**src/rtl/if_id_stage_if.sv**
```systemverilog
`default_nettype none
// +-------------------------------------------------------------------------+
// | Module   : if_id_stage_if                                               |
// | Brief    : Hazard/branch/imem inputs and IF/ID outputs of if_id_stage.  |
// |            Perf counter signals present when IF_ID_PERF_COUNT_EN is set.|
// | Revision : 1.0                                                          |
// +-------------------------------------------------------------------------+
interface if_id_stage_if;
  logic        StallIn;
  logic        FlushIn;
  logic [31:0] BranchTargetIn;
  logic [31:0] InstrIn;
  logic [31:0] PCOut;
  logic [31:0] PCAddOut;
  logic [31:0] InstrOut;
  logic [4:0]  Instr2521Out;
  logic [4:0]  Instr2016Out;
  logic [4:0]  Instr1511Out;
  logic [4:0]  Instr106Out;
  logic [15:0] Imm150Out;
  logic        ValidOut;
  logic        StallErrOut;
`ifdef IF_ID_PERF_COUNT_EN
  logic [31:0] StallCountOut;
  logic [31:0] FlushCountOut;
`endif

  // The fetch stage itself
  modport slave (
    input  StallIn, FlushIn, BranchTargetIn, InstrIn,
    output PCOut, PCAddOut, InstrOut, Instr2521Out, Instr2016Out,
           Instr1511Out, Instr106Out, Imm150Out, ValidOut, StallErrOut
`ifdef IF_ID_PERF_COUNT_EN
    , output StallCountOut, FlushCountOut
`endif
  );

  // Hazard unit / branch logic / instruction memory side
  modport master (
    output StallIn, FlushIn, BranchTargetIn, InstrIn,
    input  PCOut, PCAddOut, InstrOut, Instr2521Out, Instr2016Out,
           Instr1511Out, Instr106Out, Imm150Out, ValidOut, StallErrOut
`ifdef IF_ID_PERF_COUNT_EN
    , input StallCountOut, FlushCountOut
`endif
  );
endinterface
`default_nettype wire

```
**src/rtl/if_id_stage.sv**
```systemverilog
`default_nettype none
// +-------------------------------------------------------------------------+
// | Module   : if_id_stage                                                  |
// | Brief    : MIPS fetch front end: PC, PC+4, IF/ID register, stall/flush, |
// |            stall watchdog. Optional IF_ID_PERF_COUNT_EN perf counters.  |
// | Revision : 1.0                                                          |
// +-------------------------------------------------------------------------+
module if_id_stage #(
  parameter logic [31:0] RESET_PC  = 32'h0000_0000,
  parameter int unsigned MAX_STALL = 15
) (
  input  wire logic     Clk,
  input  wire logic     Rst_n,
  if_id_stage_if.slave  bus
);

  localparam logic [8:0] c_ERR_LEN = 9'(MAX_STALL + 1);

  typedef enum logic [1:0] {
    RUN      = 2'd0,
    HOLD     = 2'd1,
    REDIRECT = 2'd2
  } state_t;

  state_t      r_state, w_state_nxt;
  logic [31:0] r_pc, r_pcadd, r_instr;
  logic        r_valid, r_err;
  logic [7:0]  r_stall_cnt;

  logic [31:0] w_pc_plus4;
  logic [31:0] w_pc_nxt, w_pcadd_nxt, w_instr_nxt;
  logic        w_valid_nxt, w_err_nxt;
  logic [7:0]  w_cnt_nxt;
  logic [8:0]  w_run_len;

  assign w_pc_plus4 = r_pc + 32'd4;

  always_ff @(negedge Clk or negedge Rst_n) begin
    if (!Rst_n) begin
      r_state     <= RUN;
      r_pc        <= RESET_PC;
      r_pcadd     <= 32'd0;
      r_instr     <= 32'd0;
      r_valid     <= 1'b0;
      r_err       <= 1'b0;
      r_stall_cnt <= 8'd0;
    end else begin
      r_state     <= w_state_nxt;
      r_pc        <= w_pc_nxt;
      r_pcadd     <= w_pcadd_nxt;
      r_instr     <= w_instr_nxt;
      r_valid     <= w_valid_nxt;
      r_err       <= w_err_nxt;
      r_stall_cnt <= w_cnt_nxt;
    end
  end

  always_comb begin
    w_state_nxt = RUN;
    w_pc_nxt    = r_pc;
    w_pcadd_nxt = r_pcadd;
    w_instr_nxt = r_instr;
    w_valid_nxt = r_valid;
    w_err_nxt   = r_err;
    w_cnt_nxt   = 8'd0;
    // A stall run only continues if the previous edge also stalled; the
    // 9-bit sum lets MAX_STALL=255 still reach its 256-edge threshold.
    w_run_len   = {1'b0, (r_state == HOLD) ? r_stall_cnt : 8'd0} + 9'd1;

    if (bus.FlushIn) begin
      w_state_nxt = REDIRECT;
      w_pc_nxt    = bus.BranchTargetIn;
      w_pcadd_nxt = 32'd0;
      w_instr_nxt = 32'd0;
      w_valid_nxt = 1'b0;
    end else if (bus.StallIn) begin
      w_state_nxt = HOLD;
      w_cnt_nxt   = w_run_len[8] ? 8'hFF : w_run_len[7:0];
      if (w_run_len >= c_ERR_LEN) begin
        w_err_nxt = 1'b1;
      end
    end else begin
      w_state_nxt = RUN;
      w_pc_nxt    = w_pc_plus4;
      w_pcadd_nxt = w_pc_plus4;
      w_instr_nxt = bus.InstrIn;
      w_valid_nxt = 1'b1;
    end
  end

  assign bus.PCOut        = r_pc;
  assign bus.PCAddOut     = r_pcadd;
  assign bus.InstrOut     = r_instr;
  assign bus.Instr2521Out = r_instr[25:21];
  assign bus.Instr2016Out = r_instr[20:16];
  assign bus.Instr1511Out = r_instr[15:11];
  assign bus.Instr106Out  = r_instr[10:6];
  assign bus.Imm150Out    = r_instr[15:0];
  assign bus.ValidOut     = r_valid;
  assign bus.StallErrOut  = r_err;

`ifdef IF_ID_PERF_COUNT_EN
  logic [31:0] r_stall_total, r_flush_total;

  always_ff @(negedge Clk or negedge Rst_n) begin
    if (!Rst_n) begin
      r_stall_total <= 32'd0;
      r_flush_total <= 32'd0;
    end else if (bus.FlushIn) begin
      if (r_flush_total != 32'hFFFF_FFFF) begin
        r_flush_total <= r_flush_total + 32'd1;
      end
    end else if (bus.StallIn) begin
      if (r_stall_total != 32'hFFFF_FFFF) begin
        r_stall_total <= r_stall_total + 32'd1;
      end
    end
  end

  assign bus.StallCountOut = r_stall_total;
  assign bus.FlushCountOut = r_flush_total;
`endif

endmodule
`default_nettype wire

```
**src/flat_wrapper.sv**
```systemverilog
// flat-port wrapper written by rule: the top's interface ports become plain ports
module if_id_stage_flat 
#(
  parameter logic [31:0] RESET_PC  = 32'h0000_0000,
  parameter int unsigned MAX_STALL = 15
)
  (Clk, Rst_n, bus_StallIn, bus_FlushIn, bus_BranchTargetIn, bus_InstrIn, bus_PCOut, bus_PCAddOut, bus_InstrOut, bus_Instr2521Out, bus_Instr2016Out, bus_Instr1511Out, bus_Instr106Out, bus_Imm150Out, bus_ValidOut, bus_StallErrOut);
  if_id_stage_if bus_i ();
  input  wire logic Clk;
  input  wire logic Rst_n;
  input wire logic [$bits(bus_i.StallIn)-1:0] bus_StallIn;
  input wire logic [$bits(bus_i.FlushIn)-1:0] bus_FlushIn;
  input wire logic [$bits(bus_i.BranchTargetIn)-1:0] bus_BranchTargetIn;
  input wire logic [$bits(bus_i.InstrIn)-1:0] bus_InstrIn;
  output wire logic [$bits(bus_i.PCOut)-1:0] bus_PCOut;
  output wire logic [$bits(bus_i.PCAddOut)-1:0] bus_PCAddOut;
  output wire logic [$bits(bus_i.InstrOut)-1:0] bus_InstrOut;
  output wire logic [$bits(bus_i.Instr2521Out)-1:0] bus_Instr2521Out;
  output wire logic [$bits(bus_i.Instr2016Out)-1:0] bus_Instr2016Out;
  output wire logic [$bits(bus_i.Instr1511Out)-1:0] bus_Instr1511Out;
  output wire logic [$bits(bus_i.Instr106Out)-1:0] bus_Instr106Out;
  output wire logic [$bits(bus_i.Imm150Out)-1:0] bus_Imm150Out;
  output wire logic [$bits(bus_i.ValidOut)-1:0] bus_ValidOut;
  output wire logic [$bits(bus_i.StallErrOut)-1:0] bus_StallErrOut;
  assign bus_i.StallIn = bus_StallIn;
  assign bus_i.FlushIn = bus_FlushIn;
  assign bus_i.BranchTargetIn = bus_BranchTargetIn;
  assign bus_i.InstrIn = bus_InstrIn;
  assign bus_PCOut = bus_i.PCOut;
  assign bus_PCAddOut = bus_i.PCAddOut;
  assign bus_InstrOut = bus_i.InstrOut;
  assign bus_Instr2521Out = bus_i.Instr2521Out;
  assign bus_Instr2016Out = bus_i.Instr2016Out;
  assign bus_Instr1511Out = bus_i.Instr1511Out;
  assign bus_Instr106Out = bus_i.Instr106Out;
  assign bus_Imm150Out = bus_i.Imm150Out;
  assign bus_ValidOut = bus_i.ValidOut;
  assign bus_StallErrOut = bus_i.StallErrOut;
  if_id_stage #(.RESET_PC(RESET_PC), .MAX_STALL(MAX_STALL)) u_core (.Clk(Clk), .Rst_n(Rst_n), .bus(bus_i));
endmodule
```
**config.mk**
```make
export PLATFORM = sky130hd
export DESIGN_NAME = if_id_stage_flat
export DESIGN_NICKNAME = d
export VERILOG_FILES = /design/src/rtl/if_id_stage_if.sv /design/src/rtl/if_id_stage.sv /design/src/flat_wrapper.sv
export SDC_FILE = /design/constraint.sdc
export NUM_CORES = 1
export LEC_CHECK = 0
export ABC_CLOCK_PERIOD_IN_PS = 1900
export CAP_MARGIN = 10
export CORE_AREA = 2 2 142 144
export DETAILED_ROUTE_END_ITERATION = 8
export DIE_AREA = 0 0 144 146
export GPL_TIMING_DRIVEN = 1
export PLACE_DENSITY = 0.66
export RECOVER_POWER = 25
export SYNTH_ARGS = -nofsm -noshare
export SYNTH_HDL_FRONTEND = slang
export SYNTH_SLANG_ARGS = --single-unit
```
**constraint.sdc**
```tcl
create_clock -name Clk -period 1.9 [get_ports Clk]
set_input_delay 0.38 -clock Clk [delete_from_list [all_inputs] [get_ports Clk]]
set_output_delay 0.38 -clock Clk [all_outputs]
set_load 0.02 [all_outputs]
```
==> results of run 1 <==
-- kinds of logic (layout without fill, tap and decap cells) --
kind of cell / Yosys count / after routing / synth area share, %
AOI/OAI and AO/OA: 97 / 97 / 12.00
DFF: 108 / 108 / 47.06
buffers and inverters: 97 / 433 / 8.845
adders and majority gates: 2 / 2 / 0.4357
and+or+nand+nor: 249 / 249 / 20.91
muxes: 36 / 36 / 6.318
xor gates and xnor gates: 29 / 29 / 4.423
-- registers in the layout (all words and copies together) (netlist names) --
register	count
u_core.bus.PCOut	32
u_core.bus.StallErrOut	1
u_core.r_stall_cnt	8
u_core.bus.ValidOut	1
u_core.bus.InstrOut	32
u_core.bus.PCAddOut	32
u_core.r_state	2
-- routing by layer --
layer	vias up	track usage, %	part of all wire, %
li1	2849	-	-
met1	2930	24.39	41
met2	211	33.31	51
met3	14	3.982	6.6
met4	0	4.804	1.2
met5	-	0	0
-- cell usage after synthesis, types with 3 or more instances --
library cell	instances
and3_1	7
a31oi_1	6
a311o_1	7
a311oi_1	9
nor4_1	16
buf_1	4
inv_1	16
a211oi_1	13
a2111oi_0	5
buf_2	7
nand3_1	28
dfrtn_1	108
xor2_1	7
nor2_1	83
xnor2_1	22
o21ai_0	21
buf_4	36
and4_1	5
mux2i_1	34
a21oi_1	12
or4_1	6
and2_1	4
clkbuf_1	33
o31ai_1	5
o311ai_0	4
nor3_1	14
or3_1	4
nor2b_1	3
nand2_1	53
nand4_1	18
-- final timing paths --
kind / startpoint / to / cells past startpoint
worst max-delay path: u_core.bus.InstrOut[13]$_DFFE_NN0N_ / bus_InstrOut[13] / 1
worst min-delay path: u_core.bus.ValidOut$_DFFE_NN0N_ / u_core.bus.ValidOut$_DFFE_NN0N_ / 1
worst max register to register: u_core.bus.PCOut[11]$_DFFE_NN0N_ / u_core.bus.PCAddOut[24]$_DFFE_NN0N_ / 7
worst min register to register: u_core.bus.ValidOut$_DFFE_NN0N_ / u_core.bus.ValidOut$_DFFE_NN0N_ / 1
max in group asynchronous: Rst_n / u_core.bus.PCOut[20]$_DFFE_NN0N_ / 2
min in group asynchronous: Rst_n / u_core.bus.PCOut[5]$_DFFE_NN0N_ / 1
-- cells in the final DEF (no fill, tap or decap), types with 4 or more instances in the layout --
cell / netlist / routed
or4_4: 1 / 5
a311o_1: 7 / 7
o21ai_1: 0 / 8
a211oi_1: 13 / 8
buf_8: 0 / 4
o311ai_4: 0 / 4
nor2_1: 83 / 79
a311oi_1: 9 / 6
nand4_1: 18 / 18
xor2_1: 7 / 7
o21ai_0: 21 / 11
a31oi_1: 6 / 4
buf_6: 0 / 169
and4_1: 5 / 4
clkbuf_16: 0 / 11
nand2_1: 53 / 49
and3_1: 7 / 6
mux2i_1: 34 / 34
nor3_4: 0 / 4
inv_1: 16 / 14
a211oi_2: 0 / 5
buf_12: 0 / 12
buf_4: 36 / 144
xnor2_1: 22 / 21
a21oi_2: 0 / 4
a21oi_1: 12 / 7
dfrtn_1: 108 / 108
nor4_4: 0 / 14
nor3_1: 14 / 9
nand3_1: 28 / 23
clkdlybuf4s50_1: 0 / 63
-- power groups by stage --
| stage | sequential, mW | combinational (mW) | clock [mW] |
|---|---|---|---|
| 2_1_floorplan | 2.86 | 0.688 | 0 |
| 3_3_place_gp | 2.63 | 1.69 | 0 |
| 3_5_place_dp | 2.63 | 1.71 | 0 |
| 4_1_cts | 2.63 | 1.96 | 2.24 |
| 5_1_grt | 2.65 | 2.21 | 2.34 |
| 6_report | 2.63 | 2.07 | 2.17 |
-- timing repair --
action / in CTS / in global routing
setup buffers: 58 / 37
hold buffers: 0 / 0
gates resized for setup: 872 / 62
gates cloned: 4 / 2
pin swaps: 28 / 43
setup endpoints to repair: 223 / 182
-- layout make-up --
class / instances / area (um^2) / area share [%]
Clock inverter: 5 / 100.1 / 0.9281
Clock buffer: 11 / 232.7 / 2.158
Tap cell: 265 / 331.6 / 3.074
Timing Repair Buffer: 400 / 4065 / 37.69
Inverter: 17 / 95.09 / 0.8817
Multi-Input combinational cell: 413 / 3258 / 30.21
Sequential cell: 108 / 2703 / 25.06
-- through the flow --
stage / instances / hold slack (ns) / cell area [um^2] / power [mW]
2_1_floorplan: 618 / 0.4900 / 6499 / 3.546
3_3_place_gp: 1121 / 0.4525 / 8911 / 4.325
3_5_place_dp: 1121 / 0.4404 / 8911 / 4.341
4_1_cts: 1190 / 0.4742 / 10280 / 6.830
5_1_grt: 1219 / 0.4990 / 10790 / 7.189
6_report: 1219 / 0.4777 / 10790 / 6.874
==> results.ini, run 1 <==
[run_status]
status=finished, violations left
failed_checks=negative setup slack

[sta]
hold_viol=0
grt_setup_unrepaired=yes
slew_violations=0
setup_viol=167
final.setup.tns_ns=-56.32
fin_skew_ns=0.006058
slew_headroom_pct=61.90
setup_ws_ns=-0.4557
worstMarginPinSlew_ns=0.5714

[worst_setup_path]
reg2reg_setup_slack_ns=-0.34
crit_arrival_ns=1.98
endpoint_kind=output port
critPathMaxFanout=4
worstPathCellList=buf_6
cp_num_buf_inv=1
criticalPathCategory=reg2out
critPathRequiredTime_ns=1.52
crit_slowest_cell=dfrtn_1
crit_path_start_kind=register
crit_family=flip-flops
critical_path.max_stage_delay_ns=0.51

[logic_synthesis]
ys_ff_latch=108
synth_top_area_share_pct=47.06
syn_area_per_cell_um2=9.293
ys_types=50
synth_area_um2=5743
synth_nets=688
synthCells=618
synthTopCellsByArea=dfrtn_1 47%, mux2i_1 5.9%, nor2_1 5.4%
synth_edf_count=0
ys.flop_type=dfrtn_1
async_reset_ff_share_pct=100.0
synth_top_cell_by_area=dfrtn_1
yosysSeqAreaShare_pct=47.06
yosysWarningCount=0

[pwr]
irDropWorstVdd_mv=0.4489
p_per_area_nw_per_um2=637.3
seq_power_share_pct=38.2
p_int_mw=4.839
clock_power_share_pct=31.6
p_comb_share_pct=30.1
swShare_pct=29.59
p_sw_mw=2.034
total_leakage_power_nw=4.951

[routing]
route.detailed.drc=0
dr.pass1.iters=6
final_antenna_net_count=0
vias_per_cell=4.925
first_iter_violations=364
vias=6004
wl_per_cell_um=17.32
wirelength_um=21120

[placed_design]
dp_hpwl_um=14250
place.gp.congestion=0.8488
port_buffers=201
place_ws_ns=-0.5551

[cts]
clk_root_buffer_cell=clkbuf_16
clk_latency_ns=0.36
cts_inserted_buffers=9
cts.sinks=108
clockBufferDepth=2
htree_num_levels=3
cts_tree=yes
clk_pin_slew_ns=0.05

[floorplanning]
coreArea_um2=19330
chipWidth_um=144
start_util_pct=29.70
io-pin-count=202
die_area_um2=21020
die_h_um=146
rows=51

[cells_and_area]
fillers=1637
antenna_cells=0
final_nets=1019
fin_util_pct=55.78
syn_to_final_growth_pct=87.80
drive_gt1_share_pct=45.18

[grt]
antenna_found_initial=0
grt_max_degree=51
grtUsageTotal_pct=19.24
grt_pass1_wl_um=31530
grt_pass1_vias=5810
grt.overflow.total=0

[flow_run]
drv_cap=0

[worst_hold_path]
hold_path_class=reg2reg

(Power assumes the default switching activity.)
==> run 2: changes to the inputs <==
--- a/config.mk
+++ b/config.mk
@@ -13,6 +13,7 @@
 export GPL_TIMING_DRIVEN = 1
 export PLACE_DENSITY = 0.66
 export RECOVER_POWER = 25
+export SLEW_MARGIN = 40
 export SYNTH_ARGS = -nofsm -noshare
 export SYNTH_HDL_FRONTEND = slang
 export SYNTH_SLANG_ARGS = --single-unit
==> results of run 2 <==
Final layout, timing and power as in run 1 (identical DEF).
